$ cat src/rtl/fixed_requant_pkg.sv
// Shared helpers for the activation requantizer: tensor framing and saturation bounds.
// Latency: n/a (elaboration-time functions only).
// Backpressure: n/a.
package fixed_requant_pkg;

    // Output beats that make up one tensor.
    function automatic int beats_per_tensor(input int t0, input int t1, input int p0, input int p1);
        return (t0 * t1) / (p0 * p1);
    endfunction

    // Largest value representable in a signed word of width w.
    function automatic int sat_max(input int w);
        return (1 << (w - 1)) - 1;
    endfunction

    // Smallest value representable in a signed word of width w.
    function automatic int sat_min(input int w);
        return -(1 << (w - 1));
    endfunction

    // Beat counter width; at least one bit so a single-beat tensor still elaborates.
    function automatic int cnt_width(input int beats);
        return (beats > 1) ? $clog2(beats) : 1;
    endfunction

endpackage

$ cat src/rtl/requant_skid_buffer.sv
// Two-entry valid/ready skid buffer holding one beat of width W per entry.
// Latency: 1 cycle from upstream accept to downstream valid when not stalled.
// Backpressure: up_ready is registered (skid empty, not in reset); never a function of dn_ready.
module requant_skid_buffer #(
    parameter int W = 8
) (
    input  logic         clk,
    input  logic         rst,
    input  logic [W-1:0] up_data,
    input  logic         up_valid,
    output logic         up_ready,
    output logic [W-1:0] dn_data,
    output logic         dn_valid,
    input  logic         dn_ready
);

    logic [W-1:0] main_dat;
    logic [W-1:0] skid_dat;
    logic         main_vld;
    logic         skid_vld;
    logic         up_acc;

    // Upstream may push whenever the overflow slot is free; reset blocks intake.
    assign up_ready = !skid_vld && !rst;
    assign up_acc   = up_valid && up_ready;

    assign dn_data  = main_dat;
    assign dn_valid = main_vld;

    // Main register refills on drain (skid first to keep order); a stalled main spills into skid.
    always_ff @(posedge clk) begin
        if (rst) begin
            main_vld <= 1'b0;
            skid_vld <= 1'b0;
            main_dat <= '0;
            skid_dat <= '0;
        end else begin
            if (!main_vld || dn_ready) begin
                if (skid_vld) begin
                    main_dat <= skid_dat;
                    main_vld <= 1'b1;
                    skid_vld <= 1'b0;
                end else if (up_acc) begin
                    main_dat <= up_data;
                    main_vld <= 1'b1;
                end else begin
                    main_vld <= 1'b0;
                end
            end else if (up_acc) begin
                skid_dat <= up_data;
                skid_vld <= 1'b1;
            end
        end
    end

endmodule

$ cat src/rtl/fixed_activation_requant.sv
// Requantizes wide signed activation outputs to the next layer's format: round half up, then saturate.
// Latency: 1 cycle from input accept to output valid when downstream is ready.
// Backpressure: 2-entry skid; data_in_0_ready drops once two beats are held, registered only.
module fixed_activation_requant
    import fixed_requant_pkg::*;
#(
    parameter int DATA_IN_0_PRECISION_0       = 19,
    parameter int DATA_IN_0_PRECISION_1       = 8,
    parameter int DATA_OUT_0_PRECISION_0      = 8,
    parameter int DATA_OUT_0_PRECISION_1      = 4,
    parameter int DATA_IN_0_TENSOR_SIZE_DIM_0 = 8,
    parameter int DATA_IN_0_TENSOR_SIZE_DIM_1 = 1,
    parameter int DATA_IN_0_PARALLELISM_DIM_0 = 1,
    parameter int DATA_IN_0_PARALLELISM_DIM_1 = 1,
    localparam int IN_W  = DATA_IN_0_PRECISION_0,
    localparam int OUT_W = DATA_OUT_0_PRECISION_0,
    localparam int N     = DATA_IN_0_PARALLELISM_DIM_0 * DATA_IN_0_PARALLELISM_DIM_1
) (
    input  logic              clk,
    input  logic              rst,
    input  logic [IN_W*N-1:0] data_in_0,
    input  logic              data_in_0_valid,
    output logic              data_in_0_ready,
    output logic [OUT_W*N-1:0] data_out_0,
    output logic              data_out_0_valid,
    input  logic              data_out_0_ready,
    output logic              data_out_0_last,
    output logic              sat_flag,
    input  logic              sat_clear
);

    localparam int SHIFT = DATA_IN_0_PRECISION_1 - DATA_OUT_0_PRECISION_1;
    localparam int EXT_W = IN_W + 1;
    localparam int BEATS = beats_per_tensor(DATA_IN_0_TENSOR_SIZE_DIM_0, DATA_IN_0_TENSOR_SIZE_DIM_1,
                                            DATA_IN_0_PARALLELISM_DIM_0, DATA_IN_0_PARALLELISM_DIM_1);
    localparam int CNT_W = cnt_width(BEATS);

    localparam logic signed [EXT_W-1:0] SAT_HI = EXT_W'(sat_max(OUT_W));
    localparam logic signed [EXT_W-1:0] SAT_LO = EXT_W'(sat_min(OUT_W));
    localparam logic [CNT_W-1:0]        LAST_CNT = CNT_W'(BEATS - 1);

    // Reject configurations that cannot frame whole tensors or would need left shifts.
    if ((DATA_IN_0_TENSOR_SIZE_DIM_0 * DATA_IN_0_TENSOR_SIZE_DIM_1) % N != 0) begin : g_bad_beats
        $error("tensor size is not a multiple of the lane count");
    end
    if (DATA_OUT_0_PRECISION_1 > DATA_IN_0_PRECISION_1) begin : g_bad_frac
        $error("output fraction bits exceed input fraction bits");
    end

    logic [OUT_W*N-1:0] req_dat;
    logic [N-1:0]       lane_sat;
    logic               in_acc;
    logic               out_xfer;
    logic [CNT_W-1:0]   beat_cnt;

    // Per-lane round-then-saturate; one extra integer bit keeps the rounding add from wrapping.
    for (genvar l = 0; l < N; l++) begin : g_lane
        logic signed [IN_W-1:0]  x;
        logic signed [EXT_W-1:0] ext;
        logic signed [EXT_W-1:0] rnd;
        logic                    hi;
        logic                    lo;

        assign x   = data_in_0[l*IN_W +: IN_W];
        assign ext = EXT_W'(x);

        if (SHIFT > 0) begin : g_round
            localparam logic signed [EXT_W-1:0] HALF = EXT_W'(1) << (SHIFT - 1);
            assign rnd = (ext + HALF) >>> SHIFT;
        end else begin : g_pass
            assign rnd = ext;
        end

        assign hi = rnd > SAT_HI;
        assign lo = rnd < SAT_LO;
        assign lane_sat[l] = hi | lo;
        assign req_dat[l*OUT_W +: OUT_W] = hi ? OUT_W'(SAT_HI) :
                                           lo ? OUT_W'(SAT_LO) : OUT_W'(rnd);
    end

    requant_skid_buffer #(
        .W(OUT_W * N)
    ) u_skid (
        .clk      (clk),
        .rst      (rst),
        .up_data  (req_dat),
        .up_valid (data_in_0_valid),
        .up_ready (data_in_0_ready),
        .dn_data  (data_out_0),
        .dn_valid (data_out_0_valid),
        .dn_ready (data_out_0_ready)
    );

    assign in_acc   = data_in_0_valid && data_in_0_ready;
    assign out_xfer = data_out_0_valid && data_out_0_ready;

    // Count transferred beats within the current tensor, wrapping on the final one.
    always_ff @(posedge clk) begin
        if (rst) begin
            beat_cnt <= '0;
        end else if (out_xfer) begin
            beat_cnt <= (beat_cnt == LAST_CNT) ? '0 : beat_cnt + CNT_W'(1);
        end
    end

    assign data_out_0_last = data_out_0_valid && (beat_cnt == LAST_CNT);

    // Sticky saturation indicator; a new clipping beat outranks a clear in the same cycle.
    always_ff @(posedge clk) begin
        if (rst) begin
            sat_flag <= 1'b0;
        end else if (in_acc && |lane_sat) begin
            sat_flag <= 1'b1;
        end else if (sat_clear) begin
            sat_flag <= 1'b0;
        end
    end

endmodule

$ cat config.mk
export PLATFORM = sky130hd
export DESIGN_NAME = fixed_activation_requant
export DESIGN_NICKNAME = d
export VERILOG_FILES = /design/src/rtl/fixed_requant_pkg.sv /design/src/rtl/requant_skid_buffer.sv /design/src/rtl/fixed_activation_requant.sv
export SDC_FILE = /design/constraint.sdc
export NUM_CORES = 1
export LEC_CHECK = 0
export ABC_AREA = 0
export CORE_MARGIN = 5
export CORE_UTILIZATION = 52
export CTS_CLUSTER_DIAMETER = 80
export CTS_CLUSTER_SIZE = 12
export DETAILED_ROUTE_END_ITERATION = 8
export HOLD_SLACK_MARGIN = 0.02
export PLACE_DENSITY = 0.85
export SYNTH_ARGS = -nofsm -noshare
export SYNTH_HDL_FRONTEND = slang
export SYNTH_SLANG_ARGS = --single-unit
export TNS_END_PERCENT = 30
$ cat constraint.sdc
create_clock -name clk -period 6.1 [get_ports clk]
set_clock_uncertainty 0.2 [all_clocks]
set_input_delay 1.83 -clock clk [delete_from_list [all_inputs] [get_ports clk]]
set_output_delay 1.83 -clock clk [all_outputs]
set_load 0.005 [all_outputs]
**Word-level counts from Yosys, hierarchy flattened**

Cells that the tools add are included.

- Flip-flop bits (word level): 22
- Output and inout bits: 12
- Word-level logic and storage cells: 36

- $add $sub $neg: 2
- Magnitude comparators: 2
- Equality and inequality tests: 1
- Mux-type cells: 9
- Bitwise operators: 2
- Reduce and logical (&&, ||, !) cells: 14

Operators with widths:

| cell | count |
|---|---|
| $mux 8 | 4 |
| $add 19x5->20 const B | 1 |
| $gt 16x8->1 const B | 1 |
| $lt 16x8->1 const B | 1 |
| $logic_and 1x1->1 | 5 |
| $mux 1 | 4 |
| $reduce_and 2->1 | 2 |
| $reduce_bool 2->1 | 2 |
| $add 3x1->3 const B | 1 |
| $eq 3x3->1 const B | 1 |
| $logic_not 1->1 | 3 |
| $mux 3 | 1 |
| $reduce_or 2->1 | 1 |
| $logic_or 1x1->1 | 1 |
| $not 1->1 | 1 |
| $or 1x1->1 | 1 |

**Logic depth before layout (Yosys ltp)**

Gate-level depths: netlist of run 1.

- Depth after elaboration: 6
- Depth in mapped cells: 10

**Hierarchy**

A second synthesis of run 1 with hierarchy kept.

- Cell total of the unflattened synthesis: 187
- Area total of the unflattened synthesis: 1524.0 sq um

Modules (own cells, without submodules):

| module | instances | cells an instance | area each (sq um) | sequential area each (sq um) |
|---|---|---|---|---|
| requant_skid_buffer | 1 | 89 | 843.3 | 360.3 |
| fixed_activation_requant | 1 | 98 | 680.7 | 80.1 |

**Worst setup path before layout of run 1**

OpenSTA, ideal clock, no wires.

- Path kind: in2out
- Start point: in rst
- End point: out data_in_0_ready
- Arrival: 2.123 ns
- Required time: 4.070 ns
- Setup slack: 1.947 ns
- Stages on the path: 2
- Buffers on the path: 1
- Cell sequence: clkbuf_1 -> nor2_1

- Longest elaborated chain between the ends: 2

RTL lines:

| what | line | RTL |
|---|---|---|
| from (decl) | fixed_activation_requant.sv:20 | `input logic rst,` |
| $logic_not 1->1 | requant_skid_buffer.sv:24 | `assign up_ready = !skid_vld && !rst;` |
| $logic_and 1x1->1 | requant_skid_buffer.sv:24 |  |
| to (decl) | fixed_activation_requant.sv:23 | `output logic data_in_0_ready,` |

No other way between the ends.

**Worst setup path in the final report of run 1**

Same ends and word-level chain as after synthesis.

==> results of run 1 <==
==> layout make-up <==
type / count / area, um2
Multi-Input combinational cell: 149 / 875
Fill cell: 217 / 776
Sequential cell: 22 / 440
Timing Repair Buffer: 33 / 328
Tap cell: 30 / 37.5
Clock buffer: 4 / 36.3
Inverter: 2 / 7.51
==> critical path, cell delays in order <==
cell and delay [ns]:
clkdlybuf4s50_1 0.43, nor2_1 0.13, clkdlybuf4s50_1 0.52
==> sequential cells by signal, summed over array words and instances (netlist names) <==
name and count:
beat_cnt 3, u_skid.dn_data 8, u_skid.skid_dat 8, u_skid.dn_valid 1
sat_flag 1, u_skid.skid_vld 1
==> path summary, 6_finish.rpt <==
check / end / from
setup / recovery: data_in_0_ready / rst
hold reg to reg: beat_cnt[2] / beat_cnt[2]
setup reg to reg: u_skid.dn_data[6] / u_skid.dn_valid
hold / removal: beat_cnt[2] / beat_cnt[2]
==> through the flow <==
stage	util, %	setup slack, ns
after floorplan	-	1.95
after global placement	67.5	1.17
after detailed placement	67.5	1.17
after CTS	69.0	1.16
after global routing	69.0	1.12
final	69.0	1.17
==> cells by family (layout without fill, tap and decap cells) <==
kind of cell | Yosys count | count (layout) | share of synthesized area (%)
buf+inv | 12 | 39 | 4.63
compound gates | 46 | 46 | 23.2
fa+ha+maj | 3 | 3 | 2.72
mux | 1 | 1 | 0.726
simple gates | 92 | 92 | 32.3
flops | 22 | 22 | 31.9
xor+xnor | 7 | 7 | 4.45
==> report_power, final <==
part           internal [mW]  leakage (nW)  switching, mW
clock network         0.0365        0.0210         0.0439
logic                 0.0357         0.440         0.0331
registers              0.151         0.180        0.00449
total                  0.223         0.641         0.0816
==> layer usage <==
| layer | part of all wire [%] | GRT usage [%] |
|---|---|---|
| met3 | 8.1 | 2.73 |
| met2 | 49 | 32.9 |
| met5 | 0 | 0 |
| met4 | 1.5 | 5.76 |
| met1 | 42 | 23.4 |
==> layout by cell type, fill, tap and decap left out, drive strengths merged, types with 5 or more instances in the layout <==
cell type / synthesis / layout
nor2: 34 / 34
nand2: 18 / 18
a211o: 5 / 5
o21ai: 5 / 5
o31a: 6 / 6
xor2: 6 / 6
clkdlybuf4s50: 0 / 32
nand3: 13 / 13
dfxtp: 22 / 22
a21oi: 15 / 15
==> synthesized netlist by cell type (2+ instances only) <==
library cell	number	area [um2]
a211o_1	5	43.8
o41ai_1	2	17.5
inv_1	2	7.51
nand3_1	13	65.1
o31a_1	6	52.6
and3_1	2	12.5
nand2b_1	3	18.8
o21ai_0	4	20.0
a31oi_1	2	12.5
nor2b_1	3	18.8
nor3b_1	2	15.0
nand2_1	18	67.6
nand4_1	3	18.8
a21oi_1	15	75.1
nor4_1	2	12.5
xor2_1	6	52.6
and4_1	3	26.3
buf_6	2	22.5
a211oi_1	2	15.0
dfxtp_1	22	440
ha_1	3	37.5
nor2_1	34	128
clkbuf_1	7	26.3
nor3_1	4	20.0
==> flow_summary.toml, run 1 <==
[clocking]
cts_buffers = 3
cts_setup_buffers = 0
clock_path_buffers = 2
cts_root_buffer = "clkbuf_4"
path_clk_slew_ns = 0.11
cts.sinks = 22
cts_hold_buf = 0
ctsResizeCount = 0
tritoncts = "built"
clk_latency_ns = 0.31
htree_levels = 1

[grt]
grt_overflow_total = 0
antenna_found_initial = 0
grt_usage_pct = 18.7
grt_first_pass_wirelength_um = 5400
grt_max_degree = 26
grt_pass1_vias = 1252

[route]
firstDrtPassIters = 4
drt-initial-drc-count = 78
via_per_inst = 5.91
vias = 1419
ant_nets = 0
drc = 0
drt-total-wl_um = 3280
wl_per_cell_um = 13.7

[power]
power_mw = 0.305
power_density_mw_per_mm2 = 177
power.leakage_nw = 0.641
peakVddDrop_mv = 0.132

[timing]
worst_pin_slew_ns = 0.911
rsz0062_at_grt = "no"
slew_viol_final = 0
fmax_mhz = 203
slew_headroom_pct = 38.8
setup_viol = 0
period_share_pct = 80.8
whs_ns = 0.272
period_minus_slack_ns = 4.93
hold_violations = 0
setup_tns_ns = 0

[outcome]
outcome = "complete, no violations"

[finish]
final_nets = 238
final_cells = 240
fin_area_mm2 = 0.00172
area_delta_synth_final_pct = 25.0
antenna_cells = 0
drive_gt1_share_pct = 4.29

[setup_path]
startpoint_type = "input pin"
crit_fanout = 2
endpoint_kind = "output pin"
path_class = "input pin to output pin"
cp.arrival_ns = 2.90
reg2reg_slack_ns = 3.48
r2r_cells = 5
crit_required_ns = 4.07

[synth]
syn_nets = 210
yosysWarnings = 0
synth_top_flop_cell = "dfxtp_1"
synth_area_mm2 = 0.00138
async_reset_ff_share_pct = 0
postSynthAreaPerCell_um2 = 7.53
synth_cell_types = 42
seq_area_frac_synth_pct = 31.9
syn_inst = 183
synth_edf_count = 0
synth.ff_latch_count = 22

[placement]
post_dp_cell_area_mm2 = 0.00169
dp_hpwl_um = 2510
gp_congestion = 0.886
dpl.cell_count = 236
port_buffers = 32

[worst_hold_path]
hold_depth = 2
worstHoldPathType = "flip-flop to flip-flop"

[floorplanning]
core-area_mm2 = 0.00250
fp.dieW_um = 61.5
rows = 18
dieArea_mm2 = 0.00378
die_h_um = 61.5
start_util_pct = 55.2
ios = 36

[job]
maxCapViolCount = 0
Note: power is estimated with default switching activity, not from simulation.
==> inputs of run 2 (changes only) <==
--- a/config.mk
+++ b/config.mk
@@ -7,12 +7,12 @@
 export LEC_CHECK = 0
 export ABC_AREA = 0
 export CORE_MARGIN = 5
-export CORE_UTILIZATION = 52
+export CORE_UTILIZATION = 48
 export CTS_CLUSTER_DIAMETER = 80
 export CTS_CLUSTER_SIZE = 12
 export DETAILED_ROUTE_END_ITERATION = 8
 export HOLD_SLACK_MARGIN = 0.02
-export PLACE_DENSITY = 0.85
+export PLACE_DENSITY = 0.79
 export SYNTH_ARGS = -nofsm -noshare
 export SYNTH_HDL_FRONTEND = slang
 export SYNTH_SLANG_ARGS = --single-unit
==> constraint.sdc (replaced) <==
create_clock -name clk -period 4.93 [get_ports clk]
set_clock_uncertainty 0.2 [all_clocks]
set_input_delay 1.479 -clock clk [delete_from_list [all_inputs] [get_ports clk]]
set_output_delay 1.479 -clock clk [all_outputs]
set_load 0.005 [all_outputs]
==> flow_summary.toml, run 2 (synthesis results as in run 1) <==
[timing]
fin_ws_ns = 0.705
hold_violations = 0
period_minus_slack_ns = 4.22
rsz0062_at_grt = "no"
fmax_mhz = 237
setup_viol = 0
slew_viol_final = 0
slew_headroom_pct = 48.8
worst_pin_slew_ns = 0.762
setup_tns_ns = 0
period_share_pct = 85.7

[power]
peakVddDrop_mv = 0.223
power_density_mw_per_mm2 = 218
power.leakage_nw = 0.646

[setup_path]
cp.arrival_ns = 2.55
startpoint_type = "input pin"
r2r_cells = 5
crit_required_ns = 3.25
endpoint_kind = "output pin"
crit_fanout = 2
r2r-start = "u_skid.dn_valid"
rr_endpoint = "u_skid.dn_data[0]"
path_class = "input pin to output pin"
reg2reg_slack_ns = 2.73

[clocking]
htree_levels = 1
clk_latency_ns = 0.31
path_clk_slew_ns = 0.12
clock_path_buffers = 2
cts_buffers = 3
ctsResizeCount = 0
tritoncts = "built"
cts_root_buffer = "clkbuf_4"
cts_hold_buf = 0
cts_setup_buffers = 0
cts.sinks = 22

[worst_hold_path]
holdPathEnd = "sat_flag"
worstHoldPathType = "flip-flop to flip-flop"
hp-start = "sat_flag"
hold_depth = 2

[grt]
grt_first_pass_wirelength_um = 5710
grt_overflow_total = 0
antenna_found_initial = 0
grt_max_degree = 26
grt_pass1_vias = 1349
grt_usage_pct = 17.4

[floorplanning]
rows = 19
dieArea_mm2 = 0.00404
fp.dieW_um = 63.6
ios = 36
die_h_um = 63.6
core-area_mm2 = 0.00276
start_util_pct = 50.0

[job]
maxCapViolCount = 0

[route]
drc = 0
firstDrtPassIters = 4
wl_per_cell_um = 14.0
via_per_inst = 5.99
drt-initial-drc-count = 68
ant_nets = 0
drt-total-wl_um = 3400
vias = 1450

[finish]
drive_gt1_share_pct = 4.74
final_nets = 239
antenna_cells = 0
final_common_cell = "nor2_1"
area_delta_synth_final_pct = 25.7
mostFrequentLayoutCells = "nor2_1, clkdlybuf4s50_1, dfxtp_1, nand2_1, a21oi_1"

[outcome]
outcome = "complete, no violations"

[placement]
port_buffers = 32
dp_slack_ns = 0.539
dp_hpwl_um = 2610
gp_congestion = 0.885
## run 2: changes by cell type in the layout (fill, tap and decap cells not counted)
| cell | previous run | this run |
|---|---|---|
| buf_4 | 1 | 2 |
## run 2: worst max-delay path by stage
stage,startpoint,to,slack (ns),cells after the start
5_1_grt,rst,data_in_0_ready,0.67,3
3_3_place_gp,data_in_0[12],u_skid.dn_data[0],0.57,8
6_report,rst,data_in_0_ready,0.71,3
3_5_place_dp,data_in_0[7],u_skid.dn_data[0],0.54,8
4_1_cts,rst,data_in_0_ready,0.70,3
2_1_floorplan,data_in_0[12],u_skid.dn_data[0],1.15,10
## run 2: per-layer routing
layer | share of wire (%) | global-route usage, %
met5 | 0 | 0
met4 | 4.1 | 11.2
met3 | 6.2 | 3.37
met2 | 49 | 29.9
met1 | 41 | 19.1
## run 2: area by class of cell
cell class | instances | area [um2]
Sequential cell | 22 | 440
Multi-Input combinational cell | 149 | 875
Tap cell | 31 | 38.8
Clock buffer | 4 | 36.3
Inverter | 2 | 7.51
Timing Repair Buffer | 34 | 335
Fill cell | 258 | 1020
## run 2: critical path: stages
cell and delay, ns:
clkdlybuf4s50_1 0.42, nor2_1 0.13, clkdlybuf4s50_1 0.52
## run 2: stage by stage
stage / utilization, % / hold slack [ns] / std cells / power [mW] / instance area, um2
3_5_place_dp: 61.5 / 0.244 / 238 / 0.283 / 1700
3_3_place_gp: 61.5 / 0.236 / 238 / 0.279 / 1700
5_1_grt: 62.8 / 0.312 / 242 / 0.402 / 1730
6_report: 62.8 / 0.264 / 242 / 0.378 / 1730
2_1_floorplan: - / 0.241 / 183 / 0.238 / 1380
4_1_cts: 62.8 / 0.272 / 242 / 0.381 / 1730
## run 2: where the power goes
part,internal [mW],total (mW),switching (mW)
sequential,0.187,0.192,0.00552
combinational,0.0447,0.0861,0.0414
clock,0.0452,0.0993,0.0541
total,0.277,0.378,0.101
==> inputs of run 3 (changes only) <==
--- a/config.mk
+++ b/config.mk
@@ -13,6 +13,7 @@
 export DETAILED_ROUTE_END_ITERATION = 8
 export HOLD_SLACK_MARGIN = 0.02
 export PLACE_DENSITY = 0.79
+export SLEW_MARGIN = 0
 export SYNTH_ARGS = -nofsm -noshare
 export SYNTH_HDL_FRONTEND = slang
 export SYNTH_SLANG_ARGS = --single-unit
==> results of run 3 <==
Same layout as run 2: the final DEF is identical, and so are final timing and power.
